==> config.mk <==
export PLATFORM = sky130hd
export DESIGN_NAME = snn_udp_tx_framer
export DESIGN_NICKNAME = d
export VERILOG_FILES = /design/src/rtl/snn_udp_pkg.sv /design/src/rtl/snn_udp_tx_framer.sv
export SDC_FILE = /design/constraint.sdc
export NUM_CORES = 1
export LEC_CHECK = 0
export BUFFER_PORTS_ARGS = -buffer_cell sky130_fd_sc_hd__buf_2
export CAP_MARGIN = 40
export CORE_MARGIN = 2
export CORE_UTILIZATION = 54
export CTS_CLUSTER_SIZE = 8
export DETAILED_ROUTE_END_ITERATION = 8
export GPL_TIMING_DRIVEN = 0
export PLACE_DENSITY = 0.79
export SKIP_LAST_GASP = 1
export SYNTH_ARGS = -nofsm -noshare
export SYNTH_HDL_FRONTEND = slang
export SYNTH_SLANG_ARGS = --single-unit
export TNS_END_PERCENT = 100
==> constraint.sdc <==
create_clock -name SNN_CLK -period 2.4 [get_ports SNN_CLK]
set_input_delay 0.12 -clock SNN_CLK [delete_from_list [all_inputs] [get_ports SNN_CLK]]
set_output_delay 0.12 -clock SNN_CLK [all_outputs]
set_load 0.01 [all_outputs]
==> src/rtl/snn_udp_pkg.sv <==
// Shared types and constants for the SNN UDP transmit framer.
package snn_udp_pkg;

    typedef enum logic [2:0] {
        ST_COLLECT,
        ST_SPK_LO,
        ST_HDR,
        ST_START,
        ST_WAIT
    } state_t;

    localparam int HDR_LEN = 6;
    localparam logic [7:0] MAGIC_HI = 8'h5A;
    localparam logic [7:0] MAGIC_LO = 8'hA5;

    localparam int OFS_MAGIC_HI = 0;
    localparam int OFS_MAGIC_LO = 1;
    localparam int OFS_STEP_HI  = 2;
    localparam int OFS_STEP_LO  = 3;
    localparam int OFS_CNT_HI   = 4;
    localparam int OFS_CNT_LO   = 5;
    localparam int OFS_SPK      = 6;

    function automatic logic [7:0] hdr_byte(input logic [2:0] idx, input logic [15:0] step,
                                            input logic [15:0] cnt);
        logic [7:0] b;
        b = 8'h00;
        case (int'(idx))
            OFS_MAGIC_HI: b = MAGIC_HI;
            OFS_MAGIC_LO: b = MAGIC_LO;
            OFS_STEP_HI:  b = step[15:8];
            OFS_STEP_LO:  b = step[7:0];
            OFS_CNT_HI:   b = cnt[15:8];
            OFS_CNT_LO:   b = cnt[7:0];
            default:      b = 8'h00;
        endcase
        return b;
    endfunction

endpackage

==> src/rtl/snn_udp_tx_framer.sv <==
// Packs one timestep of spikes into packet RAM and starts the UDP transmit.
// SNN_TX_SKIP_EMPTY_EN: when defined, an empty timestep sends nothing.
module snn_udp_tx_framer
    import snn_udp_pkg::*;
#(
    parameter int MAX_SPIKES = 256,
    parameter int ADDR_W     = 10
) (
    input  logic              SNN_CLK,
    input  logic              udp_tx_done_clr,
    input  logic              spike_valid,
    input  logic [15:0]       spike_idx,
    output logic              spike_ready,
    input  logic              step_end,
    input  logic [15:0]       step_num,
    output logic              pkt_wr_en,
    output logic [ADDR_W-1:0] pkt_wr_addr,
    output logic [7:0]        pkt_wr_data,
    output logic              car_module_tx,
    output logic [15:0]       car_module_tx_num,
    output logic              busy
);

    localparam int CNT_W = $clog2(MAX_SPIKES + 1);

    state_t            state, state_d;
    logic [CNT_W-1:0]  count, count_d;
    logic              pending, pending_d;
    logic [15:0]       step_q, step_d;
    logic [7:0]        lo_q, lo_d;
    logic [2:0]        hdr_idx, hdr_idx_d;
    logic              ready_d, wr_en_d, tx_d, busy_d;
    logic [ADDR_W-1:0] addr_d;
    logic [7:0]        data_d;
    logic [15:0]       num_d;
    logic [15:0]       count16;
    logic [ADDR_W-1:0] spk_addr;
    logic              accept;
    logic              skip_empty;

    assign count16  = 16'(count);
    assign spk_addr = ADDR_W'(OFS_SPK) + ADDR_W'({count, 1'b0});
    assign accept   = spike_valid && spike_ready;

`ifdef SNN_TX_SKIP_EMPTY_EN
    assign skip_empty = (count == '0);
`else
    assign skip_empty = 1'b0;
`endif

    always_ff @(posedge SNN_CLK or posedge udp_tx_done_clr) begin
        if (udp_tx_done_clr) begin
            state             <= ST_COLLECT;
            count             <= '0;
            pending           <= 1'b0;
            step_q            <= '0;
            lo_q              <= '0;
            hdr_idx           <= '0;
            spike_ready       <= 1'b1;
            pkt_wr_en         <= 1'b0;
            pkt_wr_addr       <= '0;
            pkt_wr_data       <= '0;
            car_module_tx     <= 1'b0;
            car_module_tx_num <= '0;
            busy              <= 1'b0;
        end else begin
            state             <= state_d;
            count             <= count_d;
            pending           <= pending_d;
            step_q            <= step_d;
            lo_q              <= lo_d;
            hdr_idx           <= hdr_idx_d;
            spike_ready       <= ready_d;
            pkt_wr_en         <= wr_en_d;
            pkt_wr_addr       <= addr_d;
            pkt_wr_data       <= data_d;
            car_module_tx     <= tx_d;
            car_module_tx_num <= num_d;
            busy              <= busy_d;
        end
    end

    always_comb begin
        state_d   = state;
        count_d   = count;
        pending_d = pending;
        step_d    = step_q;
        lo_d      = lo_q;
        hdr_idx_d = hdr_idx;
        wr_en_d   = 1'b0;
        addr_d    = pkt_wr_addr;
        data_d    = pkt_wr_data;
        tx_d      = car_module_tx;
        num_d     = car_module_tx_num;

        case (state)
            ST_COLLECT: begin
                if (accept) begin
                    wr_en_d = 1'b1;
                    addr_d  = spk_addr;
                    data_d  = spike_idx[15:8];
                    lo_d    = spike_idx[7:0];
                    state_d = ST_SPK_LO;
                    if (step_end) begin
                        pending_d = 1'b1;
                        step_d    = step_num;
                    end
                end else if (step_end && !skip_empty) begin
                    // Magic byte 0 goes out on the taking edge so the header lands in t+1..t+6.
                    step_d    = step_num;
                    wr_en_d   = 1'b1;
                    addr_d    = '0;
                    data_d    = MAGIC_HI;
                    hdr_idx_d = 3'd1;
                    state_d   = ST_HDR;
                end
            end
            ST_SPK_LO: begin
                wr_en_d = 1'b1;
                addr_d  = spk_addr + ADDR_W'(1);
                data_d  = lo_q;
                count_d = count + CNT_W'(1);
                if (pending || step_end) begin
                    if (!pending) step_d = step_num;
                    pending_d = 1'b0;
                    hdr_idx_d = '0;
                    state_d   = ST_HDR;
                end else begin
                    state_d = ST_COLLECT;
                end
            end
            ST_HDR: begin
                wr_en_d   = 1'b1;
                addr_d    = ADDR_W'(hdr_idx);
                data_d    = hdr_byte(hdr_idx, step_q, count16);
                hdr_idx_d = hdr_idx + 3'd1;
                if (hdr_idx == 3'(HDR_LEN - 1)) state_d = ST_START;
            end
            ST_START: begin
                tx_d    = 1'b1;
                num_d   = 16'(HDR_LEN) + {count16[14:0], 1'b0};
                state_d = ST_WAIT;
            end
            ST_WAIT: ;
            default: state_d = ST_COLLECT;
        endcase

        ready_d = (state_d == ST_COLLECT) && (count_d < CNT_W'(MAX_SPIKES));
        busy_d  = (state_d != ST_COLLECT);
    end

endmodule

# Word level (Yosys, flattened, before mapping)

Index checks and enable logic that the tools add are counted.

Flip-flop bits (word level): 78
Bits of input ports: 36
Output and inout bits: 38

Add/sub/neg operators: 5
$lt $le $gt $ge: 1
Equal/unequal tests: 15
Mux-type cells: 28
Reductions and logical operators: 15

Operators by type and width:

| kind                                                             | number |
|---|---|
| 16-bit 2-to-1 mux                                                | 3 |
| 8-bit one-hot mux with 6 select lines                            | 1 |
| 16-bit one-hot mux with 2 select lines                           | 1 |
| 10-bit one-hot mux with 3 select lines                           | 1 |
| 8-bit one-hot mux with 3 select lines                            | 1 |
| 10-bit 2-to-1 mux                                                | 2 |
| 3-bit 2-to-1 mux                                                 | 6 |
| 8-bit 2-to-1 mux                                                 | 2 |
| 3-bit one-hot mux with 5 select lines                            | 1 |
| 3-bit by 2-bit == test with 1-bit output (second input constant) | 4 |
| 4-bit AND reduction                                              | 3 |
| 3-bit by 10-bit adder with 11-bit output (first input constant)  | 1 |
| 10-bit by 1-bit adder with 10-bit output (second input constant) | 1 |
| 3-bit by 10-bit adder with 10-bit output (first input constant)  | 1 |
| 2-bit inequality test (second input constant)                    | 5 |
| 9-bit by 1-bit adder with 9-bit output (second input constant)   | 1 |
| 3-bit == test (second input constant)                            | 3 |
| 3-bit zero test                                                  | 3 |
| 9-bit < comparator (second input constant)                       | 1 |
| 9-bit 2-to-1 mux                                                 | 1 |
| 3-bit one-hot mux with 3 select lines                            | 1 |
| 3-bit by 1-bit == test with 1-bit output (second input constant) | 2 |
| 3-bit nonzero test                                               | 2 |
| 1-bit 2-to-1 mux                                                 | 5 |
| other kinds (9)                                                  | 12 |

# Depth between registers and ports, before layout

Gate-level depths: netlist of the first run.

Word-level depth: 5
Gate-level depth with buffers: 9
Mapped depth without buffers: 6

# Worst setup path before layout of the first run

Ideal clock, no wire load.

Kind: reg2reg
From: reg hdr_idx[2]
To: reg pkt_wr_data[1]
Arrival time: 1.780 ns
Data required time: 2.274 ns
Slack: 0.494 ns
Stages on the path, launching flop included: 9
Path buffers: 3
Cells stage by stage: dfrtp_1 > clkbuf_1 > clkbuf_1 > inv_1 > ha_1 > clkbuf_1 > a32oi_1 > o21ai_0 > a221o_1

Cells in the longest elaborated chain, start to end: 3
Elaborated cells on any way between the ends: 8
Classes of those cells: 5 x eq/ne; 2 x mux; 1 x reduce/logical

Ends and longest elaborated chain:

| what                                    | RTL line                | source |
|---|---|---|
| start: declaration                      | snn_udp_tx_framer.sv:31 | `logic [2:0] hdr_idx, hdr_idx_d;` |
| start signal: assignment                | snn_udp_tx_framer.sv:72 | `hdr_idx <= hdr_idx_d;` |
| 3-bit == test (tied with other cells)   | snn_udp_pkg.sv:28       | `case (int'(idx))` |
| 8-bit one-hot mux with 6 select lines * | snn_udp_pkg.sv:28       |  |
| 8-bit one-hot mux with 3 select lines * | snn_udp_tx_framer.sv:96 | `case (state)` |
| end signal: assignment                  | snn_udp_tx_framer.sv:76 | `pkt_wr_data <= data_d;` |
| end: declaration                        | snn_udp_tx_framer.sv:18 | `output logic [7:0] pkt_wr_data,` |

Mark *: on every way between the ends. The rest lies on a longest branch, timed or not.
A chain may end at the register's enable or synchronous reset.

# Worst setup path in the final report of the first run

From: reg hdr_idx[2]
To: reg pkt_wr_data[5]

Same word-level chain as after synthesis.

==> qor.yml, run 1 <==
fin_nets: 455
drc: 0
synth_area_mm2: 0.003457
skew_ns: 0.005795
rows: 29
powerDensity_mw_per_mm2: 1219
synth-seq-area-share: 0.5215
dp_hpwl_um: 5392
grt_pass1_vias: 2584
status: "complete, no violations"
setup_viol: 0
final_common_cell: "buf_2"
finalNonFillerCells: 494
path_class: "reg -> reg"
path_clk_slew_ns: 0.07
syn_avg_cell_area_um2: 10.57
final_hold_viol_count: 0
peakVddDrop_mv: 0.7341
cap_violations: 0
areaGrowthSynthToFinish_pct: 20.20
core_area_mm2: 0.006277
synth_edf_count: 0
critPathArrivalTime_ns: 2.43
viasPerCell: 5.453
wl_per_cell_um: 14.70
yosysWarnings: 0
n_antenna_cell: 0
synthCells: 327
worst_pin_slew_ns: 0.5468
start_util: 0.5507
ys.flop_type: "dfrtp_1"
clockBufferDepth: 2
route.vias.total: 2694
cts_root_buffer: "clkbuf_8"
async_reset_ff_frac: 1.000
grt_max_degree: 46
whs_ns: 0.01329
drtIter0Drc: 155
fmax_mhz: 453.1
insertion_delay_ns: 0.33
cp_max_fo: 10
numCtsBuffers: 9
track_usage: 0.2264
slew_viol_final: 0
grt_pass1_wl_um: 12580
post_cts_buffers: 0
setup_tns_ns: 0
post-route-period-util: 0.9196
end_kind: "register"
fillers: 552
synth_cell_types: 46
clock-sinks: 72
cts_tree: "done"
final_cell_mix: "buf_2, dfrtp_1, o21ai_0, nand2_1, mux2_2"
pre_cts_slack_ns: 0.1063
antenna_found_initial: 0
gp_congestion: 0.8405
hold_path_class: "in -> reg"
die_w_um: 84.01
rrSetupSlack_ns: 0.19
fin_ws_ns: 0.1929
fin_crit_ns: 2.207
ios: 74
antenna_left: 0
ys_ff_latch: 72
rsz0062_at_grt: "no"
crit_required_ns: 2.62
dp.cells: 477
firstDrtPassIters: 4
dieArea_mm2: 0.007058
htreeDepth: 3
relSlewSlack: 0.6343
p_leak_nw: 1.986
drive_gt1_frac: 0.3165
wirelength_um: 7264
io_buffer_count: 67
die_y_um: 84.01
grt-ovfl-total: 0
worstSetupStartpointType: "register"
-- layer usage --
layer,global-route usage,wire length [µm],vias to the layer above,part of all wire
li1,-,-,1305,-
met1,0.3195,3342,1284,0.46
met2,0.3462,3327,90,0.46
met3,0.04550,413,15,0.057
met4,0.08944,180,0,0.025
met5,0,0,-,0
-- power by group --
group          total, mW  switching, mW  internal (mW)
combinational       2.10           1.19          0.914
clock               1.03          0.418          0.614
sequential          1.93          0.274           1.66
total               5.07           1.88           3.19
-- area by class of cell --
| cell class | count | area [µm²] | area share |
|---|---|---|---|
| Buffer | 29 | 157.7 | 0.03794 |
| Sequential cell | 72 | 1803 | 0.4339 |
| Clock buffer | 13 | 148.9 | 0.03583 |
| Tap cell | 77 | 96.34 | 0.02319 |
| Clock inverter | 3 | 65.06 | 0.01566 |
| Timing Repair Buffer | 69 | 365.4 | 0.08793 |
| Inverter | 9 | 36.28 | 0.008732 |
| Multi-Input combinational cell | 222 | 1483 | 0.3568 |
-- synthesized netlist by cell type, types with 2 or more instances --
cell type / count / area share
dfrtp_1: 71 / 0.51
o21ai_0: 36 / 0.052
nand2_1: 34 / 0.037
mux2_2: 24 / 0.078
a21oi_1: 23 / 0.033
nor2_1: 20 / 0.022
clkbuf_1: 12 / 0.013
buf_2: 8 / 0.012
inv_1: 8 / 0.0087
xnor2_1: 8 / 0.020
a32oi_1: 7 / 0.018
ha_1: 7 / 0.025
xor2_1: 7 / 0.018
buf_4: 6 / 0.013
nand2b_1: 5 / 0.0090
nand3_1: 5 / 0.0072
a221oi_1: 4 / 0.010
a22o_1: 3 / 0.0076
mux2i_1: 3 / 0.0087
nand4_1: 3 / 0.0054
o221ai_1: 3 / 0.0076
a22oi_1: 2 / 0.0043
and2_1: 2 / 0.0036
and3_1: 2 / 0.0036
buf_6: 2 / 0.0065
nor2b_1: 2 / 0.0036
-- flip-flops by register name, indices dropped and copies added, names as in the netlist --
register,flops
hdr_idx,3
step_q,16
pkt_wr_en,1
pkt_wr_data,8
pkt_wr_addr,10
pending,1
count,9
car_module_tx,1
state,3
car_module_tx_num,10
lo_q,8
busy,1
spike_ready,1
-- cell families after synthesis --
kind of cell / Yosys count / share of synthesized area
flip-flops: 72 / 0.5215
XOR/XNOR: 15 / 0.03800
AND/OR/NAND/NOR: 81 / 0.1118
AO/OA/AOI/OAI: 86 / 0.1603
buffers and inverters: 38 / 0.05501
adder cells (fa/ha/maj): 7 / 0.02533
other: 1 / 0.001085
multiplexers: 27 / 0.08686
-- worst max-delay path: stages, from the launching register on --
cell and delay [ns]:
dfrtp_1 0.34, clkbuf_1 0.33, clkbuf_2 0.29, inv_1 0.09
ha_1 0.20, clkbuf_1 0.19, a22oi_1 0.19, o21ai_0 0.15
a2bb2oi_1 0.23, a21oi_1 0.09
-- final timing paths --
| check | cells past startpoint | endpoint | start |
|---|---|---|---|
| min in group asynchronous | 3 | state[1] | udp_tx_done_clr |
| worst max-delay path | 9 | pkt_wr_data[5] | hdr_idx[2] |
| worst min register to register | 2 | pkt_wr_addr[8] | pkt_wr_addr[8] |
| max in group asynchronous | 4 | count[5] | udp_tx_done_clr |
| worst max register to register | 9 | pkt_wr_data[5] | hdr_idx[2] |
| worst min-delay path | 2 | lo_q[7] | spike_idx[7] |
-- timing repair --
item                                   CTS  global route
endpoints found under the hold margin   26             0
hold buffers                             1             0
setup endpoints to repair                0             6
resized for setup                        0             2
-- metrics by stage --
step	total power [mW]	utilization	instance area (µm²)
floorplan	3.421	-	3476
global placement	3.948	0.6225	3908
detailed placement	4.035	0.6261	3930
CTS	5.088	0.6618	4154
global route	5.473	0.6619	4155
finish	5.066	0.6619	4155
Power figures use the tool's default switching activity.
==> inputs of run 2 (changes only) <==
--- a/config.mk
+++ b/config.mk
@@ -6,7 +6,6 @@
 export NUM_CORES = 1
 export LEC_CHECK = 0
 export BUFFER_PORTS_ARGS = -buffer_cell sky130_fd_sc_hd__buf_2
-export CAP_MARGIN = 40
 export CORE_MARGIN = 2
 export CORE_UTILIZATION = 54
 export CTS_CLUSTER_SIZE = 8
==> constraint.sdc (replaced) <==
create_clock -name SNN_CLK -period 2.3 [get_ports SNN_CLK]
set_input_delay 0.115 -clock SNN_CLK [delete_from_list [all_inputs] [get_ports SNN_CLK]]
set_output_delay 0.115 -clock SNN_CLK [all_outputs]
set_load 0.01 [all_outputs]
==> qor.yml, run 2 (synthesis gave the netlist of run 1 again) <==
rsz0062_at_grt: "no"
post-route-period-util: 0.9049
clockBufferDepth: 2
skew_ns: 0.005576
peakVddDrop_mv: 0.7763
path_class: "reg -> reg"
io_buffer_count: 67
clockPowerShare: 0.178
firstDrtPassIters: 5
core_area_mm2: 0.006277
pre_cts_slack_ns: 0.001118
cts_root_buffer: "clkbuf_8"
reg2regPathDepth: 8
gp_congestion: 0.8405
wirelength_um: 7431
viasPerCell: 5.573
end_kind: "register"
n_antenna_cell: 0
drive_gt1_frac: 0.3150
path_clk_slew_ns: 0.07
drc: 0
clock-sinks: 72
route.vias.total: 2764
fmax_mhz: 480.5
grt-ovfl-total: 0
grt_max_degree: 73
dp_hpwl_um: 5288
antenna_left: 0
status: "complete, no violations"
power_frac_seq: 0.396
setup_viol: 0
path_depth: 8
cp_max_fo: 10
cts_tree: "done"
top_register: "step_q"
utilization: 0.6600
die_w_um: 84.01
crit_required_ns: 2.52
cp_top_family: "compound AO/OA/AOI/OAI gates"
antenna_found_initial: 0
grt_pass1_vias: 2687
start_util: 0.5507
fin_nets: 457
critPathArrivalTime_ns: 2.30
path_buf_inv: 3
rows: 29
slew_viol_final: 0
dieArea_mm2: 0.007058
ios: 74
fin_ws_ns: 0.2187
min_path_cells: 2
final_hold_viol_count: 0
p_leak_nw: 1.978
hold_path_class: "in -> reg"
numCtsBuffers: 9
combPwrFrac: 0.426
postLayoutCellArea_mm2: 0.004143
track_usage: 0.2291
place_area_mm2: 0.003910
crit_path_max_incr_delay_ns: 0.52
largest_reg_flops: 16
insertion_delay_ns: 0.33
htreeDepth: 3
grt_pass1_wl_um: 12840
p_switching_mw: 1.980
areaGrowthSynthToFinish_pct: 19.83
powerDensity_mw_per_mm2: 1241
top_regs: "step_q: 16 flops, car_module_tx_num: 10 flops, pkt_wr_addr: 10 flops"
crit_chain: "clkbuf_2 -> inv_1 -> ha_1 -> clkbuf_1 -> a22oi_1 -> o21ai_0 -> a2bb2oi_1 -> a21oi_1"
wl_per_cell_um: 14.98
worstSetupStartpointType: "register"
critPathSlowestCell: "dfrtp_1"
p_int_mw: 3.162
final_cell_mix: "buf_2, dfrtp_1, o21ai_0, nand2_1, mux2_2"
relSlewSlack: 0.4173
worst_pin_slew_ns: 0.8740
die_y_um: 84.01
fillers: 548
fin_crit_ns: 2.081
swShare: 0.3851
final_common_cell: "buf_2"
drtIter0Drc: 189
cap_violations: 0
[run 2: cell types whose count changed in the layout (fill, tap and decap cells not counted), sizes merged]
| cell | delta |
|---|---|
| dlygate4sd3 | +4 |
| clkinvlp | +1 |
| bufinv | -2 |
| buf | -1 |
[run 2: area by class of cell]
class | count | area, µm² | share of cell area
multi-input cells | 222 | 1483 | 0.3579
inverters | 9 | 36.28 | 0.008759
flip-flops and latches | 72 | 1803 | 0.4352
repair buffers | 72 | 385.4 | 0.09302
clock buffers | 14 | 172.7 | 0.04168
well taps | 77 | 96.34 | 0.02326
clock inverters | 2 | 12.51 | 0.003020
plain buffers | 28 | 153.9 | 0.03715
[run 2: path summary, 6_finish.rpt]
| check | from | to | slack, ns |
|---|---|---|---|
| min in group asynchronous | udp_tx_done_clr | car_module_tx_num[8] | 0.52 |
| max in group asynchronous | udp_tx_done_clr | step_q[3] | 1.21 |
| worst max-delay path | hdr_idx[2] | pkt_wr_data[5] | 0.22 |
| worst max register to register | hdr_idx[2] | pkt_wr_data[5] | 0.22 |
| worst min register to register | car_module_tx | car_module_tx | 0.46 |
| worst min-delay path | spike_idx[2] | lo_q[2] | 0.01 |
[run 2: worst register-to-register path, delay by kind of cell, from the launching register on]
kind	cells	cell delay [ns]
buffers and inverters	3	0.59
AOI/OAI and AO/OA	4	0.66
DFF	1	0.52
adders and majority gates	1	0.21
[run 2: power by group through the flow]
stage	Clock, mW	Sequential [mW]	Combinational (mW)
after detailed placement	0	2.03	2.17
after floorplan	0	2.03	1.54
after CTS	0.938	2.01	2.21
after global routing	0.996	2.09	2.47
final	0.917	2.04	2.19
after global placement	0	2.01	2.11
[run 2: routing by layer]
metal,track usage,routed length [µm],vias to the layer above
met5,0,0,-
met4,0.1056,160,0
met3,0.03561,408,13
met2,0.3615,3550,103
met1,0.3134,3312,1338
li1,-,-,1310
[run 2: through the flow]
stage               power [mW]  setup TNS [ns]  hold slack [ns]  instances
detailed placement       4.207               0           0.3495        476
global route             5.551               0         0.001830        496
CTS                      5.154               0        0.0002435        497
global placement         4.120          -29.33           0.3466        476
finish                   5.143               0          0.01234        496
floorplan                3.569               0           0.2648        332
[run 2: what timing repair did]
item / 4_1_cts / 5_1_grt
setup endpoints to repair: 4 / 5
hold buffers: 5 / 0
buffers inserted: 0 / 0
hold endpoints to repair: 44 / 0
gates resized for setup: 1 / 0
